<file path="config.mk">
export PLATFORM = sky130hd
export DESIGN_NAME = boot_rom_integrity_check
export DESIGN_NICKNAME = d
export VERILOG_FILES = /design/src/rtl/boot_rom_pkg.sv /design/src/rtl/boot_rom_integrity_check.sv
export SDC_FILE = /design/constraint.sdc
export NUM_CORES = 1
export LEC_CHECK = 0
export BUFFER_PORTS_ARGS = -buffer_cell sky130_fd_sc_hd__buf_2
export CAP_MARGIN = 5
export CORE_UTILIZATION = 48
export CTS_CLUSTER_DIAMETER = 80
export DETAILED_ROUTE_END_ITERATION = 6
export GPL_TIMING_DRIVEN = 0
export PLACE_DENSITY = 0.82
export SYNTH_ARGS = -nofsm -noshare
export SYNTH_HDL_FRONTEND = slang
export SYNTH_SLANG_ARGS = --single-unit
</file>
<file path="constraint.sdc">
create_clock -name clk_i -period 3.9 [get_ports clk_i]
set_input_delay 0 -clock clk_i [delete_from_list [all_inputs] [get_ports clk_i]]
set_output_delay 0 -clock clk_i [all_outputs]
set_load 0.02 [all_outputs]
</file>
<file path="src/rtl/boot_rom_pkg.sv">
// Shared definitions for the boot ROM integrity checker.
//   state_e    : scan controller states
//   SIG_WIDTH  : width of the ROM signature
//   sig_update : one rotate-left-by-1 then XOR fold step of the signature
package boot_rom_pkg;

    localparam int unsigned SIG_WIDTH = 32;
    localparam logic [31:0] SOC_MEM_MAP_BOOT_ROM_START_ADDR = 32'h1A00_0000;

    typedef enum logic [1:0] {
        ST_IDLE  = 2'd0,
        ST_SCAN  = 2'd1,
        ST_DRAIN = 2'd2,
        ST_DONE  = 2'd3
    } state_e;

    // Fold one ROM word into the running signature.
    function automatic logic [SIG_WIDTH-1:0] sig_update(
        input logic [SIG_WIDTH-1:0] acc,
        input logic [SIG_WIDTH-1:0] word
    );
        return {acc[SIG_WIDTH-2:0], acc[SIG_WIDTH-1]} ^ word;
    endfunction

endpackage

</file>
<file path="src/rtl/boot_rom_integrity_check.sv">
// Request-path stage in front of the boot ROM slave.
// Passes interconnect TCDM traffic through to the ROM; on start_i it takes
// the ROM port, reads every word back-to-back and folds them into a
// signature, then reports done/pass against expected_i.
// Ports:
//   clk_i, rst_ni                 clock, async active-low reset
//   start_i                       one-cycle scan start pulse
//   expected_i                    reference signature, sampled at scan end
//   busy_o, done_o, pass_o        scan status (done/pass sticky)
//   signature_o                   final signature
//   slv_*                         interconnect side of the ROM port
//   mst_*                         ROM side (fixed 1-cycle read latency)
module boot_rom_integrity_check
    import boot_rom_pkg::*;
#(
    parameter int unsigned ROM_ADDR_WIDTH = 13,
    parameter logic [31:0] BASE_ADDR      = SOC_MEM_MAP_BOOT_ROM_START_ADDR
) (
    input  logic                 clk_i,
    input  logic                 rst_ni,
    input  logic                 start_i,
    input  logic [SIG_WIDTH-1:0] expected_i,
    output logic                 busy_o,
    output logic                 done_o,
    output logic                 pass_o,
    output logic [SIG_WIDTH-1:0] signature_o,
    input  logic                 slv_req_i,
    input  logic [31:0]          slv_add_i,
    input  logic                 slv_wen_i,
    input  logic [31:0]          slv_wdata_i,
    input  logic [3:0]           slv_be_i,
    output logic                 slv_gnt_o,
    output logic                 slv_r_valid_o,
    output logic [31:0]          slv_r_rdata_o,
    output logic                 mst_req_o,
    output logic [31:0]          mst_add_o,
    output logic                 mst_wen_o,
    output logic [31:0]          mst_wdata_o,
    output logic [3:0]           mst_be_o,
    input  logic                 mst_gnt_i,
    input  logic                 mst_r_valid_i,
    input  logic [31:0]          mst_r_rdata_i
);

    // Counters are one bit wider than a word index so they can hold NUM_WORDS.
    localparam int unsigned CNT_W     = ROM_ADDR_WIDTH - 1;
    localparam int unsigned NUM_WORDS = 2 ** (ROM_ADDR_WIDTH - 2);
    localparam logic [CNT_W-1:0] LAST_ADDR = CNT_W'(NUM_WORDS - 1);
    localparam logic [CNT_W-1:0] CNT_FULL  = CNT_W'(NUM_WORDS);

    state_e               r_state;
    state_e               w_state_nxt;
    logic [CNT_W-1:0]     r_addr_cnt;
    logic [CNT_W-1:0]     r_resp_cnt;
    logic [SIG_WIDTH-1:0] r_acc;
    logic                 r_owner_scan;
    logic                 r_busy;
    logic                 r_done;
    logic                 r_pass;
    logic [SIG_WIDTH-1:0] r_signature;

    logic                 w_start_scan;
    logic                 w_finish;
    logic                 w_scan_rvalid;
    logic [CNT_W-1:0]     w_resp_cnt_nxt;
    logic [SIG_WIDTH-1:0] w_acc_nxt;

    // Responses follow whoever owned the request granted one cycle earlier.
    assign w_scan_rvalid  = mst_r_valid_i & r_owner_scan;
    assign slv_r_valid_o  = mst_r_valid_i & ~r_owner_scan;
    assign slv_r_rdata_o  = mst_r_rdata_i;
    assign w_resp_cnt_nxt = w_scan_rvalid ? r_resp_cnt + CNT_W'(1) : r_resp_cnt;
    assign w_acc_nxt      = w_scan_rvalid ? sig_update(r_acc, mst_r_rdata_i) : r_acc;

    assign busy_o      = r_busy;
    assign done_o      = r_done;
    assign pass_o      = r_pass;
    assign signature_o = r_signature;

    // State register.
    always_ff @(posedge clk_i or negedge rst_ni) begin
        if (!rst_ni) begin
            r_state <= ST_IDLE;
        end else begin
            r_state <= w_state_nxt;
        end
    end

    // Next state and ROM port multiplexing.
    always_comb begin
        w_state_nxt  = r_state;
        w_start_scan = 1'b0;
        w_finish     = 1'b0;
        mst_req_o    = slv_req_i;
        mst_add_o    = slv_add_i;
        mst_wen_o    = slv_wen_i;
        mst_wdata_o  = slv_wdata_i;
        mst_be_o     = slv_be_i;
        slv_gnt_o    = mst_gnt_i;

        unique case (r_state)
            ST_IDLE, ST_DONE: begin
                if (start_i) begin
                    w_state_nxt  = ST_SCAN;
                    w_start_scan = 1'b1;
                end
            end
            ST_SCAN: begin
                mst_req_o   = 1'b1;
                mst_add_o   = BASE_ADDR + 32'({r_addr_cnt, 2'b00});
                mst_wen_o   = 1'b1;
                mst_wdata_o = 32'h0;
                mst_be_o    = 4'hF;
                slv_gnt_o   = 1'b0;
                if (mst_gnt_i && (r_addr_cnt == LAST_ADDR)) begin
                    w_state_nxt = ST_DRAIN;
                end
            end
            ST_DRAIN: begin
                mst_req_o   = 1'b0;
                mst_add_o   = BASE_ADDR + 32'({r_addr_cnt, 2'b00});
                mst_wen_o   = 1'b1;
                mst_wdata_o = 32'h0;
                mst_be_o    = 4'hF;
                slv_gnt_o   = 1'b0;
                // Enter DONE as the final response lands so done_o rises the cycle after it.
                if (w_resp_cnt_nxt == CNT_FULL) begin
                    w_state_nxt = ST_DONE;
                    w_finish    = 1'b1;
                end
            end
            default: begin
                w_state_nxt = ST_IDLE;
            end
        endcase
    end

    // Scan datapath, ownership tracking and status registers.
    always_ff @(posedge clk_i or negedge rst_ni) begin
        if (!rst_ni) begin
            r_addr_cnt   <= '0;
            r_resp_cnt   <= '0;
            r_acc        <= '0;
            r_owner_scan <= 1'b0;
            r_busy       <= 1'b0;
            r_done       <= 1'b0;
            r_pass       <= 1'b0;
            r_signature  <= '0;
        end else begin
            if (mst_req_o && mst_gnt_i) begin
                r_owner_scan <= (r_state == ST_SCAN);
            end

            if (w_start_scan) begin
                r_addr_cnt <= '0;
                r_resp_cnt <= '0;
                r_acc      <= '0;
                r_done     <= 1'b0;
                r_pass     <= 1'b0;
                r_busy     <= 1'b1;
            end else begin
                r_acc      <= w_acc_nxt;
                r_resp_cnt <= w_resp_cnt_nxt;
                if ((r_state == ST_SCAN) && mst_gnt_i) begin
                    r_addr_cnt <= r_addr_cnt + CNT_W'(1);
                end
                if (w_finish) begin
                    r_signature <= w_acc_nxt;
                    r_done      <= 1'b1;
                    r_pass      <= (w_acc_nxt == expected_i);
                    r_busy      <= 1'b0;
                end
            end
        end
    end

endmodule

</file>
==> impl_metrics.ini <==
[worst_setup_path]
crit_chain = ha_1, nand3_1, nor3_1, xor2_1, or3_1, or4_1, or4b_1, buf_2, buf_6, a21o_1
crit_path_start_kind = flip-flop
crit_slowest_cell = or4_1
worst-setup-path-type = reg -> reg
crit_path_end_kind = flip-flop
slowest_delay_ns = 0.48
path_max_fanout = 10
cp.arrival_ns = 3.36
cp.required_ns = 4.13
r2r_setup_slack_ns = 0.77

[route]
totalWireLength_um = 19600
first_pass_iters = 6
ant_nets = 0
via_per_inst = 5.26
drt-wirelength-per-cell_um = 17.4
route.detailed.drc = 0
vias = 5924
drt_iter0_drc = 502

[grt]
grt_pass1_vias = 5846
grt_max_degree = 54
antenna_found_initial = 4
grt_pass1_wl_um = 30300
grt_use_total = 0.310
grt.overflow.total = 0

[timing]
max-slew-margin-rel = 0.607
finalClockSkew_ns = 0.00881
finalSetupTns_ns = 0
fin_crit_ns = 3.13
period_share = 0.802
clock.fmax_mhz = 320
rsz0062_at_grt = no
drv_slew = 0
setup_viol = 0
hold_viol = 0
worstMarginPinSlew_ns = 0.589

[logic_synthesis]
synth_ff_type = dfrtp_1
ys_seq_area_frac = 0.395
ys_ff_latch = 94
synth.net_count = 804
yosysUniqueCellTypes = 47
syn-cell-area_sq_um = 5960
synth_cells = 660
synth-async-reset-ratio = 1.00
synth_edf_count = 0
yosysWarningCount = 0
avgSynthCellArea_sq_um = 9.03

[clock_network]
post-cts-setup-buffer-count = 0
clock-sinks = 94
clk-insertion-delay-late_ns = 0.34
cts-root-buf = clkbuf_16
cts-resized-gates = 0
numCtsBuffers = 9
htreeDepth = 3
clk_pin_slew_ns = 0.07
cts_tree = built
cts_buffer_depth = 2

[hold_path]
min_path_type = in -> reg

[die]
fp.dieH_um = 113
initial_core_util = 0.494
coreArea_sq_um = 12100
io_pins = 278
die_w_um = 113
dieArea_sq_um = 12900
rows = 40

[power_and_ir_drop]
p_per_area_nw_per_um2 = 660
leakage_nw = 4.21
finalPower_mw = 5.22
ir_drop_v = 0.000563

[place]
portBuffers = 277
gp_congestion = 0.985
hpwlAfterDp_um = 15600

[finish]
layout-drive-gt1-share = 0.366
multi_input_area_sq_um = 3140
area_growth_syn_to_layout_pct = 32.7
final-seq-area_sq_um = 2350
finish.net_count = 1094
fillCellCount = 1023

[flow_run]
cap_violations = 0

[status]
status = complete, no violations
-- placed cells by master (no fill, tap or decap), drive strengths merged, types with 2 or more instances in the layout --
| master | instances |
|---|---|
| and2 | 53 |
| a41oi | 2 |
| clkbuf | 34 |
| mux2 | 13 |
| o31a | 2 |
| nor4 | 14 |
| and3 | 6 |
| o22ai | 3 |
| a21oi | 44 |
| a311oi | 2 |
| ha | 5 |
| nor3 | 37 |
| inv | 12 |
| or3 | 6 |
| nand2b | 8 |
| o41ai | 2 |
| diode | 3 |
| nor2 | 85 |
| xor2 | 26 |
| xnor2 | 81 |
| dfrtp | 94 |
| a21o | 33 |
| mux2i | 3 |
| nor2b | 3 |
| nand2 | 18 |
| o21ai | 9 |
| nand4 | 10 |
| buf | 326 |
| nand3 | 7 |
-- registers in the layout (all words and copies together), names as in the netlist --
| name | cells |
|---|---|
| pass_o | 1 |
| busy_o | 1 |
| r_resp_cnt | 12 |
| done_o | 1 |
| r_owner_scan | 1 |
| r_addr_cnt | 12 |
| signature_o | 32 |
| r_acc | 32 |
| r_state | 2 |
-- layout make-up --
type / instances / share of cell area
antenna: 3 / 0.000949
buffer: 71 / 0.0544
timing repair buffer: 279 / 0.180
clock buffer: 11 / 0.0307
sequential: 94 / 0.297
clock inverter: 5 / 0.00807
inverter: 10 / 0.00475
tap: 168 / 0.0266
multi-input combinational: 485 / 0.397
-- metrics by stage --
stage / instance area (sq um) / hold slack [ns] / worst slack [ns] / util / instances
after detailed placement: 7590 / 0.0301 / 0.822 / 0.629 / 1106
after floorplan: 5960 / -0.296 / 1.06 / - / 660
final: 7910 / 0.0249 / 0.771 / 0.656 / 1126
after CTS: 7900 / 0.0147 / 0.793 / 0.655 / 1123
after global placement: 7560 / 0.305 / 0.813 / 0.626 / 1105
after global routing: 7910 / 0.0421 / 0.589 / 0.656 / 1126
-- per-layer routing --
layer,GRT usage,up-vias,share of wire
li1,-,2773,-
met1,0.360,2786,0.39
met2,0.553,315,0.50
met3,0.0675,48,0.076
met4,0.130,2,0.032
met5,0,-,0.00092
-- final timing paths --
| kind | startpoint | to | depth (start not counted) |
|---|---|---|---|
| worst min register to register | signature_o[18] | signature_o[18] | 1 |
| min in group asynchronous | rst_ni | signature_o[16] | 2 |
| worst max register to register | r_resp_cnt[1] | signature_o[16] | 10 |
| worst min-delay path | slv_req_i | r_owner_scan | 3 |
| worst max-delay path | r_resp_cnt[1] | signature_o[16] | 10 |
| max in group asynchronous | rst_ni | r_owner_scan | 3 |
-- timing repair --
item                       CTS  global route
hold endpoints to repair    41             0
hold buffers                 1             0
setup endpoints to repair    0             0
-- cells by family after synthesis --
group,after synthesis,share of synthesized area
xor+xnor,107,0.157
flops,94,0.395
simple gates,250,0.214
buf+inv,81,0.0785
fa+ha+maj,5,0.0105
compound gates,107,0.115
mux,16,0.0296
-- synthesized netlist by cell type (2+ instances only) --
master / count / area, sq um
a21o_1: 33 / 248
nand2_1: 18 / 67.6
xor2_1: 26 / 228
or3_1: 6 / 37.5
nor2b_1: 3 / 18.8
a311oi_1: 2 / 17.5
o21ai_0: 9 / 45.0
buf_2: 2 / 10.0
nand4_1: 10 / 62.6
o22ai_1: 3 / 18.8
and3_1: 6 / 37.5
inv_1: 10 / 37.5
dfrtp_1: 94 / 2350
buf_1: 8 / 30.0
a21oi_1: 44 / 220
buf_4: 33 / 248
and2_1: 52 / 325
buf_6: 5 / 56.3
o41ai_1: 2 / 17.5
a41oi_1: 2 / 17.5
mux2_2: 13 / 146
nand3_1: 6 / 30.0
o31a_1: 2 / 17.5
clkbuf_1: 23 / 86.3
ha_1: 5 / 62.6
nor2_1: 84 / 315
nor4_1: 14 / 87.6
mux2i_1: 3 / 30.0
xnor2_1: 81 / 709
nor3_1: 37 / 185
nand2b_1: 8 / 50.1
-- critical path: cells and delay by family (launching register included) --
kind,cells,cell delay (ns)
DFF,1,0.46
and+or+nand+nor,5,1.67
xor gates and xnor gates,1,0.13
adders and majority gates,1,0.22
AOI/OAI and AO/OA,1,0.18
buffers and inverters,2,0.35
-- where the power goes --
| group | internal, mW | switching, mW |
|---|---|---|
| combinational | 1.12 | 1.85 |
| sequential | 1.15 | 0.192 |
| clock | 0.521 | 0.393 |
| total | 2.79 | 2.43 |
Note: power is estimated with default switching activity, not from simulation.
